$ cat src/rtl/spi_regctrl.sv
// SPI register controller: replays a programmable init table after reset, then
// serves gain writes and generic register access from the command slave bus.
module spi_regctrl #(
  parameter int unsigned ADDR_W     = 5,
  parameter int unsigned DATA_W     = 8,
  parameter int unsigned NCS        = 1,
  parameter int unsigned SCLK_HALF  = 1,
  parameter int unsigned GAP        = 2,
  parameter int unsigned INIT_DEPTH = 20,
  parameter logic [INIT_DEPTH*(1+DATA_W)-1:0] INIT_TABLE = '0,
  parameter logic [7:0] CHIP_ID = 8'h06
) (
  input  logic              clk,
  input  logic              rst_n,
  output logic              spi_sclk,
  output logic              spi_sdio,
  input  logic              spi_sdo,
  output logic [NCS-1:0]    spi_sen_n,
  input  logic [5:0]        cmd_addr,
  input  logic [31:0]       cmd_data,
  input  logic              cmd_rqst,
  output logic              cmd_ack,
  output logic [DATA_W-1:0] rd_data,
  output logic              rd_valid,
  output logic              init_done,
  output logic              busy
);
  localparam int unsigned FRAME_W = 3 + ADDR_W + DATA_W;
  localparam int unsigned ENT_W   = 1 + DATA_W;
  localparam int unsigned PTR_W   = $clog2(INIT_DEPTH + 1);
  localparam logic [15:0] HALF_LAST = 16'(SCLK_HALF - 1);
  localparam logic [15:0] GAP_LAST  = 16'((GAP > 0) ? GAP - 1 : 0);
  localparam logic [7:0]  BIT_LAST  = 8'(FRAME_W - 1);
  localparam logic [PTR_W-1:0] PTR_END = PTR_W'(INIT_DEPTH);
  localparam logic [2:0]  NCS_L = 3'(NCS);

  typedef enum logic [2:0] {INIT_SCAN, INIT_SEND, IDLE, SHIFT, GAP_WAIT} state_t;
  state_t state;

  logic [FRAME_W-1:0] tx_sh;
  logic [DATA_W-1:0]  rx_sh;
  logic [15:0]        cnt;
  logic [7:0]         bit_cnt;
  logic [PTR_W-1:0]   ptr;
  logic               is_read;
  logic [3:0]         tx_gain;
  logic [6:0]         rx_gain;
  logic [ENT_W-1:0]   entry;
  logic [5:0]         rx_code;
  logic               cmd_frame;
  logic [FRAME_W-1:0] cmd_word;
  logic [NCS-1:0]     cmd_sel;
  logic               unused_bits;

  assign unused_bits = ^{cmd_data, tx_sh[FRAME_W-1]};

  function automatic logic [FRAME_W-1:0] make_frame(input logic rw,
                                                    input logic [ADDR_W-1:0] a,
                                                    input logic [DATA_W-1:0] d);
    return {rw, 2'b00, a, d};
  endfunction

  always_comb begin
    entry = '0;
    if (ptr < PTR_END) entry = INIT_TABLE[32'(ptr) * ENT_W +: ENT_W];
  end

  always_comb begin
    if (cmd_data[6])      rx_code = cmd_data[5:0];
    else if (cmd_data[5]) rx_code = ~cmd_data[5:0];
    else                  rx_code = {1'b1, cmd_data[4:0]};
  end

  // cmd_frame is low for ack-only commands (unchanged gain, foreign ID, bad cs)
  always_comb begin
    cmd_frame = 1'b0;
    cmd_word  = '0;
    cmd_sel   = NCS'(1);
    case (cmd_addr)
      6'h09: begin
        cmd_frame = cmd_data[31:28] != tx_gain;
        cmd_word  = make_frame(1'b0, ADDR_W'(5'h0a), DATA_W'({4'b0100, cmd_data[31:28]}));
      end
      6'h0a: begin
        cmd_frame = cmd_data[6:0] != rx_gain;
        cmd_word  = make_frame(1'b0, ADDR_W'(5'h09), DATA_W'({2'b01, rx_code}));
      end
      6'h3b: begin
        cmd_frame = (cmd_data[31:24] == CHIP_ID) && ({1'b0, cmd_data[22:21]} < NCS_L);
        cmd_word  = make_frame(cmd_data[23], ADDR_W'(cmd_data[20:16]), cmd_data[DATA_W-1:0]);
        cmd_sel   = NCS'(1) << cmd_data[22:21];
      end
      default: ;
    endcase
  end

  always_ff @(posedge clk) begin
    if (!rst_n) begin
      state     <= INIT_SCAN;
      spi_sen_n <= '1;
      spi_sclk  <= 1'b0;
      spi_sdio  <= 1'b0;
      cmd_ack   <= 1'b0;
      rd_valid  <= 1'b0;
      rd_data   <= '0;
      init_done <= 1'b0;
      busy      <= 1'b0;
      tx_gain   <= 4'h0;
      rx_gain   <= 7'h40;
      ptr       <= '0;
      tx_sh     <= '0;
      rx_sh     <= '0;
      cnt       <= '0;
      bit_cnt   <= '0;
      is_read   <= 1'b0;
    end else begin
      cmd_ack  <= 1'b0;
      rd_valid <= 1'b0;
      busy     <= 1'b1;
      case (state)
        INIT_SCAN: begin
          if (ptr == PTR_END) begin
            init_done <= 1'b1;
            busy      <= 1'b0;
            state     <= IDLE;
          end else if (entry[ENT_W-1]) begin
            tx_sh     <= make_frame(1'b0, ADDR_W'(ptr), entry[DATA_W-1:0]);
            spi_sdio  <= 1'b0;
            spi_sen_n <= '0;
            is_read   <= 1'b0;
            cnt       <= '0;
            bit_cnt   <= '0;
            state     <= INIT_SEND;
          end else begin
            ptr <= ptr + 1'b1;
          end
        end
        IDLE: begin
          busy <= 1'b0;
          if (cmd_rqst && !cmd_ack && init_done) begin
            cmd_ack <= 1'b1;
            if (cmd_addr == 6'h09) tx_gain <= cmd_data[31:28];
            if (cmd_addr == 6'h0a) rx_gain <= cmd_data[6:0];
            if (cmd_frame) begin
              tx_sh     <= cmd_word;
              spi_sdio  <= cmd_word[FRAME_W-1];
              spi_sen_n <= ~cmd_sel;
              is_read   <= cmd_word[FRAME_W-1];
              cnt       <= '0;
              bit_cnt   <= '0;
              busy      <= 1'b1;
              state     <= SHIFT;
            end
          end
        end
        INIT_SEND, SHIFT: begin
          if (cnt != HALF_LAST) begin
            cnt <= cnt + 1'b1;
          end else begin
            cnt <= '0;
            if (!spi_sclk) begin
              spi_sclk <= 1'b1;
              rx_sh    <= {rx_sh[DATA_W-2:0], spi_sdo};
            end else begin
              spi_sclk <= 1'b0;
              if (bit_cnt == BIT_LAST) begin
                spi_sen_n <= '1;
                spi_sdio  <= 1'b0;
                if (is_read) begin
                  rd_data  <= rx_sh;
                  rd_valid <= 1'b1;
                end
                if (state == INIT_SEND) ptr <= ptr + 1'b1;
                state <= GAP_WAIT;
              end else begin
                bit_cnt  <= bit_cnt + 1'b1;
                tx_sh    <= tx_sh << 1;
                spi_sdio <= tx_sh[FRAME_W-2];
              end
            end
          end
        end
        GAP_WAIT: begin
          if (cnt != GAP_LAST) begin
            cnt <= cnt + 1'b1;
          end else begin
            cnt <= '0;
            if (init_done) begin
              busy  <= 1'b0;
              state <= IDLE;
            end else begin
              state <= INIT_SCAN;
            end
          end
        end
        default: state <= INIT_SCAN;
      endcase
    end
  end
endmodule

$ cat config.mk
export PLATFORM = sky130hd
export DESIGN_NAME = spi_regctrl
export DESIGN_NICKNAME = d
export VERILOG_FILES = /design/src/rtl/spi_regctrl.sv
export SDC_FILE = /design/constraint.sdc
export NUM_CORES = 1
export LEC_CHECK = 0
export ABC_AREA = 1
export CORE_MARGIN = 2
export CORE_UTILIZATION = 55
export DETAILED_ROUTE_END_ITERATION = 7
export PLACE_DENSITY = 0.79
export SYNTH_ARGS = -nofsm -noshare
export SYNTH_HDL_FRONTEND = slang
export SYNTH_SLANG_ARGS = --single-unit
$ cat constraint.sdc
create_clock -name clk -period 1.9 [get_ports clk]
set_input_delay 0.19 -clock clk [delete_from_list [all_inputs] [get_ports clk]]
set_output_delay 0.19 -clock clk [all_outputs]
set_load 0.05 [all_outputs]
==> metrics, run 1 <==
DRC Markers=0; Synth Instances=738; gr ovfl total=0; Reg clk slew, reported paths=0.09 ns; Setup Crit Path Kind=reg2reg; die width=95.8 µm; clk sink count=82; worst path cell trace=inv_2 > ha_1 > nand3_1 > nor2_2 > nand2_2 > nand2_4 > nand2_4 > nor2_8 > nand3_4 > clkbuf_16 > nor2_1 > nor2_1; FMAX=0.556 GHz; wire length of the first global-routing pass=19200 µm; routed len/inst=12.7 µm; Yosys reg bits=82; Min-Delay Endpoint=rx_sh[0]; Starting Density=0.567; die area=9180 µm²; critical path launch point type=flip-flop; slack of the worst reg-to-reg path=0.10 ns; worst endpoint data arrival time=2.08 ns; worst hold slack=0.450 ns; vias per std cell=5.28; Static Leak=0.00256 µW; Top Ports=57; gr usage total=0.264; Final HPWL DP=8320 µm; Worst R2R Path Depth=12; Cells after DPL=902; Final setup viols=0; Synth Cell Area=4630 µm²; DR iter-0 viols=297; area growth from synthesis to layout=23.9%; fin cells=927; fin nets=865; pwr dens=559 nW/µm²; HP Class=in2reg; Clock Path Buffers=2; Post-Synth Adder-Cell Area=0.0162; Core Area=8180 µm²; mux cell area share after synthesis=0; num rows=33; Top delay family on crit path=simple AND/OR/NAND/NOR gates; commonest non-fill, non-tap cell in the layout=nand2_1; CP max stage cell=dfxtp_2; unique cell type count in the Yosys netlist=35; Final Max Tran Viols=0; synthesized area per cell=6.28 µm²; status=finished, final reports clean; endpoint type of the worst setup path=flip-flop; CTS tree=built; WP data required=2.18 ns; Vias=4893; most frequent cells in the layout=nand2_1 (192), inv_1 (101), nor2_1 (83), dfxtp_1 (78), a21oi_1 (59); clock skew=0.00932 ns; Fin Setup TNS=0 ns; max_cap viols=0; min Tclk post-route=1.80 ns; reg2reg end=tx_sh[2]; post-route ant nets=0; Port Buffer Count=48; hold-critical path depth=3; Synth Area in Simple Gates=0.360; number of global-route vias before repair=4416; endpoints failing hold=0; Tcrit/Tclk final=0.947; Vert. Die Dim=95.8 µm; clk root buf=clkbuf_8; synth warn=0; hold_sp=spi_sdo; post-synthesis sequential area ratio=0.354; gpl congestion=0.920; peak supply drop=0.369 mV; drt pass-1 iters=5; antenna violations before repair=0; Slew headroom=0.666; Multi-input gate area=2440 µm²; drt total wl=11800 µm; combinational family with the most area after synthesis=simple AND/OR/NAND/NOR gates; Post-Synth XOR/XNOR Area=0.00945; Register Area=1650 µm²; slowest stage delay, CP=0.35 ns; clk_lat worst skew=0.38 ns; reg-to-reg startpoint=cnt[1]; slew at the pin closest to its max-slew limit=0.499 ns; fill count=715; proportion of layout cells with a drive suffix above 1=0.127; post-synth net total=786; cts bufs inserted=9; compound-cell area share of the yosys netlist=0.137; n_diodes=0; largest net degree at the start of global routing=46; CP Buf/Inv Count=2; CP Max Fanout=14; # H-tree levels=3
[cells by family after synthesis]
kind of cell,Yosys count
xor gates and xnor gates,5
buffers and inverters,144
and+or+nand+nor,383
AOI/OAI and AO/OA,118
adders and majority gates,6
DFF,82
[metal layers]
layer / track usage / vias to the layer above / share of wire
met2: 0.453 / 124 / 0.48
met4: 0.0964 / 0 / 0.020
met3: 0.0579 / 24 / 0.042
met5: 0 / - / 0
met1: 0.323 / 2239 / 0.45
li1: - / 2506 / -
[flip-flops by register name (all words and copies together), names as in the netlist, 4 cells and up]
register,flops
bit_cnt,8
tx_sh,15
rx_sh,8
ptr,5
cnt,16
rd_data,8
rx_gain,7
tx_gain,4
[Yosys cell counts (all sizes together)]
master	number	area share
o22ai	4	0.0054
xnor2	2	0.0038
o21bai	1	0.0024
or2	6	0.0081
nand4	21	0.028
a31oi	3	0.0041
a31o	1	0.0019
a32oi	1	0.0019
nor2	88	0.075
o211ai	7	0.011
nor3	14	0.016
ha	6	0.016
inv	116	0.094
dfxtp	82	0.35
nand3	56	0.065
a21oi	59	0.064
clkinv	2	0.0016
o21ai	41	0.044
o31ai	1	0.0016
buf	15	0.019
xor2	3	0.0057
clkbuf	11	0.0089
nand2	198	0.17
[through the flow]
step / power [µW] / worst slack [ns] / instance area [µm²] / util
finish: 3210 / 0.102 / 5740 / 0.702
global route: 3330 / -0.0150 / 5740 / 0.702
CTS: 3220 / 0.0381 / 5620 / 0.687
detailed placement: 2010 / -0.0971 / 5430 / 0.665
global placement: 2000 / -0.0203 / 5430 / 0.665
floorplan: 1870 / 0.0920 / 4630 / -
[cell type report]
type | instances | area share
flip-flops and latches | 82 | 0.287
well taps | 105 | 0.0229
inverters | 118 | 0.0776
clock inverters | 7 | 0.0102
multi-input cells | 513 | 0.426
clock buffers | 9 | 0.0216
repair buffers | 93 | 0.155
[worst reg2reg max path, stage by stage (launching register included)]
cell and delay [ns]:
dfxtp_2 0.35, inv_2 0.06, ha_1 0.14, nand3_1 0.10, nor2_2 0.11, nand2_2 0.11
nand2_4 0.12, nand2_4 0.08, nor2_8 0.16, nand3_4 0.13, clkbuf_16 0.20, nor2_1 0.11
nor2_1 0.05
[power by group]
group	switching, µW	leakage (µW)	internal (µW)
registers	5.80	0.000663	1720
logic	118	0.00181	125
clock network	738	0.0000925	498
total	862	0.00256	2350
[timing repair]
action                     in CTS  in global routing
setup endpoints to repair       1                 38
pin swaps                       0                  8
hold buffers                    0                  0
gates cloned                    0                  3
resized for setup               1                 12
buffers inserted                0                  6
[how the worst max path moves through the flow]
| stage | endpoint | cells past startpoint | slack (ns) | startpoint |
|---|---|---|---|---|
| floorplan | tx_sh[1] | 11 | 0.09 | init_done |
| global placement | tx_sh[1] | 15 | -0.02 | cmd_data[28] |
| detailed placement | bit_cnt[1] | 10 | -0.1 | cmd_addr[3] |
| CTS | ptr[0] | 8 | 0.04 | bit_cnt[0] |
| global route | tx_sh[14] | 12 | -0.02 | cnt[9] |
| finish | tx_sh[2] | 12 | 0.10 | cnt[1] |
Power figures use the tool's default switching activity.
==> run 2, diff against run 1 <==
--- a/config.mk
+++ b/config.mk
@@ -6,6 +6,7 @@
 export NUM_CORES = 1
 export LEC_CHECK = 0
 export ABC_AREA = 1
+export ABC_CLOCK_PERIOD_IN_PS = 1900
 export CORE_MARGIN = 2
 export CORE_UTILIZATION = 55
 export DETAILED_ROUTE_END_ITERATION = 7
==> results of run 2 <==
The final DEF is identical to that of run 1; final timing and power are the same.
==> run 3, diff against run 2 <==
--- a/config.mk
+++ b/config.mk
@@ -7,7 +7,7 @@
 export LEC_CHECK = 0
 export ABC_AREA = 1
 export ABC_CLOCK_PERIOD_IN_PS = 1900
-export CORE_MARGIN = 2
+export CORE_MARGIN = 8
 export CORE_UTILIZATION = 55
 export DETAILED_ROUTE_END_ITERATION = 7
 export PLACE_DENSITY = 0.79
==> run 3 against run 2 <==
Net effect:
- clock power is 9.7% higher
- power is 3.9% higher
- register-to-register slack hardly changed
- clock skew is 0.0032 ns lower
- via count is 1.7% lower
- critical endpoint is now ptr[1]
- largest power group unchanged
- highest routed layer unchanged
==> metrics, run 3 (synthesized netlist as in run 1, its figures left out) <==
status=finished, final reports clean; DR top layer=met4; die width=108 µm (+13%); max_cap viols=0 (unchanged); drt total wl=11700 µm (-0.80%); area growth from synthesis to layout=23.0%; number of global-route vias before repair=4730 (+7.1%); crit path from=bit_cnt[0]; clk root buf=clkbuf_8; drt pass-1 iters=5 (unchanged); CP Max Fanout=4 (-10); Clock Path Buffers=2 (unchanged); endpoints failing hold=0 (unchanged); Min-Delay Endpoint=rx_sh[0]; n_diodes=0 (unchanged); Met1 Wirelength=5230 µm (-2.2%); min Tclk post-route=1.79 ns (-0.0105 ns); fill count=717 (+0.28%); worst endpoint data arrival time=2.05 ns (-0.03 ns); fin nets=863 (-0.23%); Port Buffer Count=48 (unchanged); hold_sp=spi_sdo; most frequent cells in the layout=nand2_1 (192), inv_1 (103), nor2_1 (84), dfxtp_1 (81), a21oi_1 (59); worst hold slack=0.454 ns (+0.00375 ns); gpl congestion=0.890 (-3.2%); wire length of the first global-routing pass=20200 µm (+5.7%); Final setup viols=0 (unchanged); endpoint type of the worst setup path=flip-flop; gr usage total=0.209 (-0.0550); WP data required=2.16 ns (-0.02 ns); DR iter-0 viols=177 (-40%); final design utilization=0.697 (-0.00505); routed len/inst=12.6 µm (-0.58%); peak supply drop=0.588 mV (+59%); reg-to-reg startpoint=bit_cnt[0]; proportion of layout cells with a drive suffix above 1=0.117 (-0.00945); DRC Markers=0 (unchanged); Vias=4808 (-1.7%); Final Max Tran Viols=0 (unchanged); num rows=33 (unchanged); HP Class=in2reg; met3 routed WL=620 µm (+26%); slew at the pin closest to its max-slew limit=0.520 ns (+0.0208 ns); Setup Crit Path Kind=reg2reg; largest registers=cnt: 16 flops, tx_sh: 15 flops; Final HPWL DP=8540 µm (+2.7%); cts bufs inserted=9 (unchanged); fin worst setup slack=0.112 ns (+0.0105 ns); largest net degree at the start of global routing=31 (-33%); reg2reg end=ptr[1]; Total Power=3330 µW (+3.9%); Fin Setup TNS=0 ns (unchanged); DP Worst Slack=-0.105 ns (-0.00792 ns); Static Leak=0.00254 µW (-1.1%); Tcrit/Tclk final=0.941 (-0.00553); vias per std cell=5.20 (-1.5%); # H-tree levels=3 (unchanged); Core Area=8180 µm² (unchanged); unrepaired setup endpoints after global routing=false; Reg clk slew, reported paths=0.09 ns (about the same); Vert. Die Dim=108 µm (+13%); Slew headroom=0.652 (-0.0139); slack of the worst reg-to-reg path=0.11 ns (about the same); pwr dens=585 nW/µm² (+4.7%); hold_buf cts=0 (unchanged); Starting Density=0.567 (unchanged); max FFs per register=16 (unchanged); clock skew=0.00613 ns (-0.00319 ns); gr ovfl total=0 (unchanged); commonest non-fill, non-tap cell in the layout=nand2_1; hold-critical path depth=3 (unchanged); DR WL met2=5710 µm (about the same); Worst R2R Path Depth=8 (-4); CTS tree=built; clk sink count=82 (unchanged); FMAX=0.559 GHz (+0.59%); clk_lat worst skew=0.36 ns (-0.02 ns); die area=11600 µm² (+27%); post-route ant nets=0 (unchanged); Top Ports=57 (unchanged); antenna violations before repair=0 (unchanged); Reg with most FFs=cnt; critical path launch point type=flip-flop
run 3: final cells by class:
class                           count  area [µm²]  area share
Inverter                          118         445      0.0781
Sequential cell                    82        1640       0.288
Clock inverter                      6        73.8      0.0129
Clock buffer                       10         138      0.0241
Timing Repair Buffer               91         828       0.145
Multi-Input combinational cell    513        2440       0.428
Tap cell                          105         131      0.0230
run 3: how the worst max path moves through the flow:
stage / end / slack (ns) / cells after the start
after floorplan: tx_sh[1] / 0.09 / 11
after global placement: spi_sdio / -0.04 / 10
after detailed placement: spi_sdio / -0.11 / 11
after CTS: ptr[4] / 0.04 / 9
after global routing: tx_sh[0] / 0.006 / 13
final: ptr[1] / 0.11 / 8
run 3: timing repair:
action | in CTS | in global routing
buffers inserted | 0 | 1
endpoints found under the setup margin | 0 | 25
resized for setup | 0 | 7
run 3: critical path: stages, from the launching register on:
cell,delay [ns]
dfxtp_1,0.38
ha_1,0.21
nand3_1,0.14
nor2_2,0.17
nor2_1,0.11
nor3_2,0.22
nand2_1,0.18
o21ai_0,0.21
a21oi_1,0.06
run 3: routing by layer:
layer  track usage  vias to the layer above
li1              -                     2498
met1         0.249                     2164
met2         0.365                      133
met3        0.0413                       13
met4        0.0684                        0
met5             0                        -
run 3: through the flow:
step | std cells | cell area, µm²
after floorplan | 738 | 4630
after global placement | 907 | 5460
after detailed placement | 907 | 5460
after CTS | 923 | 5670
after global routing | 925 | 5700
final | 925 | 5700
run 3: where the power goes:
part	internal (µW)	switching [µW]
logic	123	116
registers	1720	6.01
clock network	659	706
total	2510	828
